## src/rtl/data_mem_arbiter.sv

```systemverilog
// Two-port arbiter in front of the single-port data memory: MEM stage on port 0,
// debug/DMA loader on port 1. Each access runs IDLE -> ACCESS -> DONE.
module data_mem_arbiter #(
    parameter int ADDR_W = 8,
    parameter int DATA_W = 8,
    parameter int RR_EN  = 1
) (
    input  logic              clk,
    input  logic              rst,
    input  logic              req0,
    input  logic              req1,
    input  logic              we0,
    input  logic              we1,
    input  logic [ADDR_W-1:0] addr0,
    input  logic [ADDR_W-1:0] addr1,
    input  logic [DATA_W-1:0] wdata0,
    input  logic [DATA_W-1:0] wdata1,
    output logic              ack0,
    output logic              ack1,
    output logic [DATA_W-1:0] rdata0,
    output logic [DATA_W-1:0] rdata1,
    output logic              stall0,
    output logic [ADDR_W-1:0] address,
    output logic [DATA_W-1:0] write_data,
    output logic              read,
    output logic              write,
    input  logic [DATA_W-1:0] read_data
);

    typedef enum logic [1:0] {IDLE, ACCESS, DONE} state_t;

    state_t state;
    logic   last_grant;
    logic   winner;
    logic   lat_we;
    logic   grant_sel;
    logic   sel_we;

    // On a tie, round-robin favours the port not served last; otherwise port 0.
    always_comb begin
        grant_sel = 1'b0;
        if (req0 && req1)
            grant_sel = (RR_EN != 0) ? ~last_grant : 1'b0;
        else
            grant_sel = req1;
        sel_we = grant_sel ? we1 : we0;
    end

    assign stall0 = req0 & ~ack0;

    // The memory pins double as the latched addr/wdata copy, so fields that
    // change after the grant edge cannot disturb the access in flight.
    always_ff @(posedge clk or posedge rst) begin
        if (rst) begin
            state      <= IDLE;
            last_grant <= 1'b1;
            winner     <= 1'b0;
            lat_we     <= 1'b0;
            ack0       <= 1'b0;
            ack1       <= 1'b0;
            rdata0     <= '0;
            rdata1     <= '0;
            address    <= '0;
            write_data <= '0;
            read       <= 1'b0;
            write      <= 1'b0;
        end else begin
            ack0 <= 1'b0;
            ack1 <= 1'b0;
            case (state)
                IDLE: begin
                    if (req0 || req1) begin
                        winner     <= grant_sel;
                        lat_we     <= sel_we;
                        address    <= grant_sel ? addr1 : addr0;
                        write_data <= grant_sel ? wdata1 : wdata0;
                        read       <= ~sel_we;
                        write      <= sel_we;
                        state      <= ACCESS;
                    end
                end
                ACCESS: begin
                    if (!lat_we) begin
                        if (winner)
                            rdata1 <= read_data;
                        else
                            rdata0 <= read_data;
                    end
                    last_grant <= winner;
                    ack0       <= ~winner;
                    ack1       <= winner;
                    address    <= '0;
                    write_data <= '0;
                    read       <= 1'b0;
                    write      <= 1'b0;
                    state      <= DONE;
                end
                // Requests are ignored here so a held req is not re-served.
                DONE:    state <= IDLE;
                default: state <= IDLE;
            endcase
        end
    end

endmodule

```

## config.mk

```make
export PLATFORM = sky130hd
export DESIGN_NAME = data_mem_arbiter
export DESIGN_NICKNAME = d
export VERILOG_FILES = /design/src/rtl/data_mem_arbiter.sv
export SDC_FILE = /design/constraint.sdc
export NUM_CORES = 1
export LEC_CHECK = 0
export CAP_MARGIN = 20
export CORE_MARGIN = 3
export CORE_UTILIZATION = 40
export CTS_CLUSTER_DIAMETER = 60
export DETAILED_ROUTE_END_ITERATION = 12
export PLACE_DENSITY_LB_ADDON = 0.2
export SLEW_MARGIN = 20
export SYNTH_ARGS = -nofsm -noshare
export SYNTH_HDL_FRONTEND = slang
export SYNTH_SLANG_ARGS = --single-unit
```

## constraint.sdc

```tcl
create_clock -name clk -period 1.8 [get_ports clk]
set_input_delay 0.54 -clock clk [delete_from_list [all_inputs] [get_ports clk]]
set_output_delay 0.54 -clock clk [all_outputs]
set_load 0.05 [all_outputs]
```

== Word-level counts from Yosys, hierarchy flattened ==
Index checks and enable logic that the tools add are counted.
Word-level totals
  flip-flop bits (word level): 41
  output and inout port bits: 37
  logic and storage cells: 44
  input bits: 46
Cells by class
  bitwise gates (word level): 6
  reductions and logical operators: 8
  equal/unequal tests: 2
  mux-type cells: 16
Operators by type and width (count)
  2-to-1 mux 8 bit: 4
  case mux 8 bit (2 select lines): 2
  2-to-1 mux 1 bit: 6
  AND reduction 3 bit: 2
  NOT 1 bit: 5
  case mux 1 bit (2 select lines): 2
  case mux 2 bit (2 select lines): 1
  AND reduction 2 bit: 2
  equality test 2 x 1 -> 1 bit, second input constant: 1
  logical NOT 2 bit: 1
  2-to-1 mux 2 bit: 1
  inequality test 2 bit, second input constant: 1
  nonzero test 2 bit: 1
  bitwise AND 1 bit: 1
  logical AND 1 bit: 1
  logical OR 1 bit: 1

== Longest topological paths before layout ==
  depth in word-level cells: 6
  gate-level depth with buffers: 5
  depth with buffers taken out: 3

== Worst setup path before layout ==
Ideal clock, no wire load.
  path type: register to output
  start: register ack0
  end: output stall0
  buffers on the path: 0
  setup slack: -0.058 ns
  data arrival time: 1.318 ns
  stages on the path, launching flop included: 2
  path through: dfrtp_1 > nor2b_1
On the way
  cells in the longest elaborated chain, start to end: 2
Ends and longest elaborated chain
  start, declared: line 18  | output logic ack0,
  start signal, assigned: line 90  | ack0 <= ~winner;
  NOT 1 bit: line 49  | assign stall0 = req0 & ~ack0;
  bitwise AND 1 bit: line 49
  end, declared: line 22  | output logic stall0,
No other way between the ends.

== Worst setup path after layout ==
  start: input req1
  end: register write_data[0]
On the way
  cells in the longest elaborated chain, start to end: 5
  elaborated cells on any way between the ends: 8
  those cells by class: 1 x eq/ne; 4 x mux; 3 x reduce/logical
Ends and longest elaborated chain
  start, declared: line 11  | input logic req1,
  logical AND 1 bit: line 42  | if (req0 && req1)
  2-to-1 mux 1 bit: line 42
  2-to-1 mux 8 bit: line 76  | write_data <= grant_sel ? wdata1 : wdata0;
  2-to-1 mux 8 bit: line 72  | if (req0 || req1) begin
  case mux 8 bit (2 select lines): line 70  | case (state)
  end signal, assigned: line 76
  end, declared: line 24  | output logic [DATA_W-1:0] write_data,
Parallel ways exist; a longest one is shown, timed or not. The select of a mux whose other input is x is not followed.
A chain may end at the register's enable or synchronous reset.

==> PnR_summary.wiki <==
{| class="wikitable"
! Metric !! Value
|-
| Number of maximum-capacitance constraint violations || 0
|-
| Switching power as a share of total power || a little under half
|-
| Maximum buffer depth of the clock tree || 2
|-
| Area share of fa/ha/maj cells after synthesis || 0%
|-
| Clock net sink count || 41
|-
| Die X || around 71 um
|-
| Cell-internal power || 3039 uW
|-
| Pre-CTS setup slack || -0.2004 ns
|-
| Part of the total power dissipated in sequential elements || between 20% and 30%
|-
| Launch point of the worst hold path || last_grant$_DFFE_PP1P_
|-
| Multi-input gate area in the final layout || 603.1 um2
|-
| Clock insertion delay at the later pin of the skew report || around 0.29 ns
|-
| Fin area || about 2700 um2
|-
| Net switching power || roughly 2700 uW
|-
| Peak ir drop on the vdd network || roughly 1.1 mV
|-
| Core utilization of the finished layout || 69.22%
|-
| Worst Tran Pin Value || around 0.58 ns
|-
| Setup crit start kind || primary input
|-
| Post-synthesis async set-or-reset flop share || between 90% and 100%
|-
| Final setup vio count || 0
|-
| Post-synthesis instance area || ~1700 um2
|-
| Fin crit share || between 90% and 100%
|-
| Slack of the critical path || between 0.09 and 0.1 ns
|-
| Worst path arrival time || around 1.9 ns
|-
| Minimum clock period after layout || 1.709 ns
|-
| Required time at the endpoint of the critical path || approximately 2.0 ns
|-
| Fraction of the mapped netlist area in simple logic gates || approximately 11%
|-
| Final hold violation count || 0
|-
| Met1 wire length || around 1800 um
|-
| Top-count cell post-synth || sky130_fd_sc_hd__dfrtp_1
|-
| Antenna cell count || 0
|-
| Sequential cell area || 1027 um2
|-
| Kind of end point of the critical path || flip-flop
|-
| Final-layout fill cell count || slightly above 300
|-
| CTS H-tree lvls || 2
|-
| Worst-path clk slew || ~0.07 ns
|-
| Post-synthesis net count || around 170
|-
| Final routed wire length divided by cell count || roughly 16 um
|-
| First-pass detailed-route iteration total || 4
|-
| Initial cell density of the core || a little over two fifths
|-
| Wire length of the first global-routing pass || between 6000 and 7000 um
|-
| Slack of the worst reg-to-reg path || approximately 0.26 ns
|-
| Unrepaired setup endpoints after global routing || no
|-
| WL met3 || about 270 um
|-
| Synth Area in Compound Gates || around an eighth
|-
| Proportion of layout cells with a drive suffix above 1 || between 30% and 40%
|-
| Number of vias per cell after detailed routing || a little over 5
|-
| TritonCTS clock tree || done
|-
| Placed wire-length estimate || between 3000 and 4000 um
|-
| Unique masters post-synth || 26
|-
| Clock buffer count from CTS || 5
|-
| Count of flip-flops with a built-in enable after synthesis || 0
|-
| Highest metal layer with signal wires || met4
|-
| Remaining DRCs || 0
|-
| Biggest fanout along the worst timing path || 16
|-
| Count of boundary I/O pins || between 80 and 90
|-
| Worst min-delay path class || reg2reg
|-
| Routability-driven placement congestion ratio || just over 0.8
|-
| Area growth, synth to finish || 59.10%
|-
| Total routing resource utilization after global routing || between 10% and 20%
|-
| Worst reg2reg startpoint || state[1]$_DFFE_PP0P_
|-
| Number of warnings reported in the yosys synthesis log || 0
|-
| Number of cells on the worst hold path || 2
|-
| Proportion of synthesized area in mux cells || around 11%
|-
| Combinational cell fraction of total power || ~57%
|-
| WL final || approximately 4200 um
|-
| Number of setup buffers added after CTS || 0
|-
| Power per Cell Area || 2145 nW/um2
|-
| Static leakage || roughly 0.0013 uW
|-
| End point of the worst hold path || last_grant$_DFFE_PP1P_
|-
| Endpoint of the lowest-slack register-to-register path || rdata0[6]$_DFFE_PP0P_
|-
| Total Neg Setup Slack || 0 ns
|-
| Die extent in y || between 70 and 80 um
|-
| XOR/XNOR Fraction of Synth Area || 0%
|-
| Final #Nets || approximately 260
|-
| Fraction of the yosys area taken by sequential cells || between 60% and 70%
|-
| Clk pwr share || 13.2%
|-
| Average instance area after synthesis || roughly 14 um2
|-
| Delay of the slowest critical-path stage || 0.51 ns
|-
| Via Count || roughly 1300
|-
| Post-Place Cell Area || 2544 um2
|-
| Pin count of the biggest net entering global routing || 26
|-
| Top cell type's share of synthesized area || between 50% and 60%
|-
| Achievable clock frequency || slightly below 600 MHz
|-
| Met2 wirelength from detailed routing || 2090 um
|-
| Count of port buffers added during placement || between 80 and 90
|-
| Dominant combinational cell family by area after synthesis || compound AO/OA/AOI/OAI gates
|-
| Synthesized instance count || approximately 120
|-
| R2R cell count || 3
|-
| Outcome || finished clean
|-
| Core ar. || around 3900 um2
|-
| Class of the most critical setup path || in2reg
|-
| Worst slew margin relative to its limit || 61.17%
|-
| Die area || roughly 5000 um2
|-
| Std cell rows || 22
|-
| Number of antenna violations at the first check in global routing || 0
|-
| Vias in the first global route || roughly 1400
|-
| Cells traversed along the worst timing path || clkdlybuf4s50_1, nand2b_1, and3_1, a221o_1
|-
| Number of synthesized register bits || between 40 and 50
|-
| Final slew viol count || 0
|-
| Primary FF master, synth || sky130_fd_sc_hd__dfrtp_1
|-
| Initial DRC count || 60
|-
| Maximum clock skew at final layout || around 0.0052 ns
|-
| Cell chosen for the clock root || sky130_fd_sc_hd__clkbuf_8
|-
| Slowest stage cell on the critical path || sky130_fd_sc_hd__clkdlybuf4s50_1
|-
| Antenna Nets Post-Route || 0
|-
| Leftover overflow at the end of global routing || 0
|-
| Most common library cells after synthesis || sky130_fd_sc_hd__dfrtp_1, sky130_fd_sc_hd__and3_1, sky130_fd_sc_hd__a221o_1, sky130_fd_sc_hd__mux2_2
|-
| Ranking of synthesized cells by area || sky130_fd_sc_hd__dfrtp_1, sky130_fd_sc_hd__mux2_2, sky130_fd_sc_hd__a221o_1, sky130_fd_sc_hd__and3_1, sky130_fd_sc_hd__dfstp_2
|-
| Top cell type by total area after synthesis || sky130_fd_sc_hd__dfrtp_1
|}
layout by cell type (no fill, tap or decap), drive strengths merged:
| cell | Yosys | final |
|---|---|---|
| a21oi | 3 | 3 |
| nor2 | 3 | 3 |
| clkbuf | 4 | 6 |
| clkdlybuf4s50 | 0 | 44 |
| a21boi | 1 | 1 |
| a221o | 16 | 16 |
| nand2b | 2 | 2 |
| or2 | 1 | 1 |
| buf | 3 | 44 |
| and3 | 17 | 17 |
| a22o | 1 | 1 |
| a22oi | 1 | 1 |
| nand3b | 1 | 1 |
| bufinv | 0 | 1 |
| nor2b | 1 | 1 |
| o21ai | 1 | 1 |
| mux2 | 16 | 16 |
| dlygate4sd2 | 0 | 1 |
| nand2 | 3 | 3 |
| mux2i | 1 | 1 |
| and2 | 1 | 1 |
| inv | 4 | 4 |
| dfrtp | 40 | 40 |
| o21bai | 1 | 1 |
| dfstp | 1 | 1 |
| nor3 | 1 | 1 |
| clkinvlp | 0 | 1 |
critical path: cells and delay by family:
kind            cells  cell delay [ns]
compound gates      1             0.37
buf+inv             1             0.51
simple gates        2             0.45
layer usage:
layer | global-route usage, % | vias to the layer above
met3 | 5.256 | 6
met5 | 0 | -
met4 | 5.428 | 0
met2 | 27.81 | 50
met1 | 22.40 | 651
li1 | - | 634
how the worst max path moves through the flow:
stage	startpoint	endpoint	slack, ns	depth (start not counted)
detailed placement	req1	write_data[0]$_DFFE_PP0P_	-0.20	4
finish	req1	write_data[0]$_DFFE_PP0P_	0.09	4
CTS	req1	write_data[0]$_DFFE_PP0P_	0.10	4
global placement	req0	stall0	-0.14	3
floorplan	ack0$_DFF_PP0_	stall0	0.20	1
global route	req1	write_data[0]$_DFFE_PP0P_	0.04	4
timing repair:
action	4_1_cts	5_1_grt
setup endpoints to repair	1	0
hold buffers	0	0
resized for setup	2	0
power groups by stage:
| stage | clock [uW] | combinational [uW] | sequential (uW) |
|---|---|---|---|
| 6_report | 756 | 3280 | 1690 |
| 5_1_grt | 822 | 3420 | 1750 |
| 4_1_cts | 779 | 3310 | 1690 |
| 3_5_place_dp | 0 | 3300 | 1700 |
| 3_3_place_gp | 0 | 3250 | 1670 |
| 2_1_floorplan | 0 | 815 | 3020 |
logic make-up after synthesis:
kind of cell	count (synthesis)
buffers and inverters	11
and+or+nand+nor	30
muxes	17
DFF	41
AOI/OAI and AO/OA	24
cell type report:
type                       count  area share, %
multi-input combinational     71          22.61
clock inverter                 2          1.407
timing repair buffer          89          31.57
clock buffer                   6          3.096
inverter                       4         0.5629
sequential                    41          38.51
tap                           48          2.251
registers in the layout (all words and copies together) (netlist names):
name,cells
last_grant,1
ack1,1
address,8
winner,1
read,1
lat_we,1
state,2
write,1
ack0,1
rdata0,8
rdata1,8
write_data,8
metrics by stage:
step | std cells | total power, uW | hold WS, ns
global placement | 253 | 4916 | 0.4641
floorplan | 123 | 3837 | 0.4503
CTS | 261 | 5778 | 0.4996
global route | 261 | 5994 | 0.5015
finish | 261 | 5723 | 0.4987
detailed placement | 253 | 4998 | 0.4836
(Power assumes the default switching activity.)
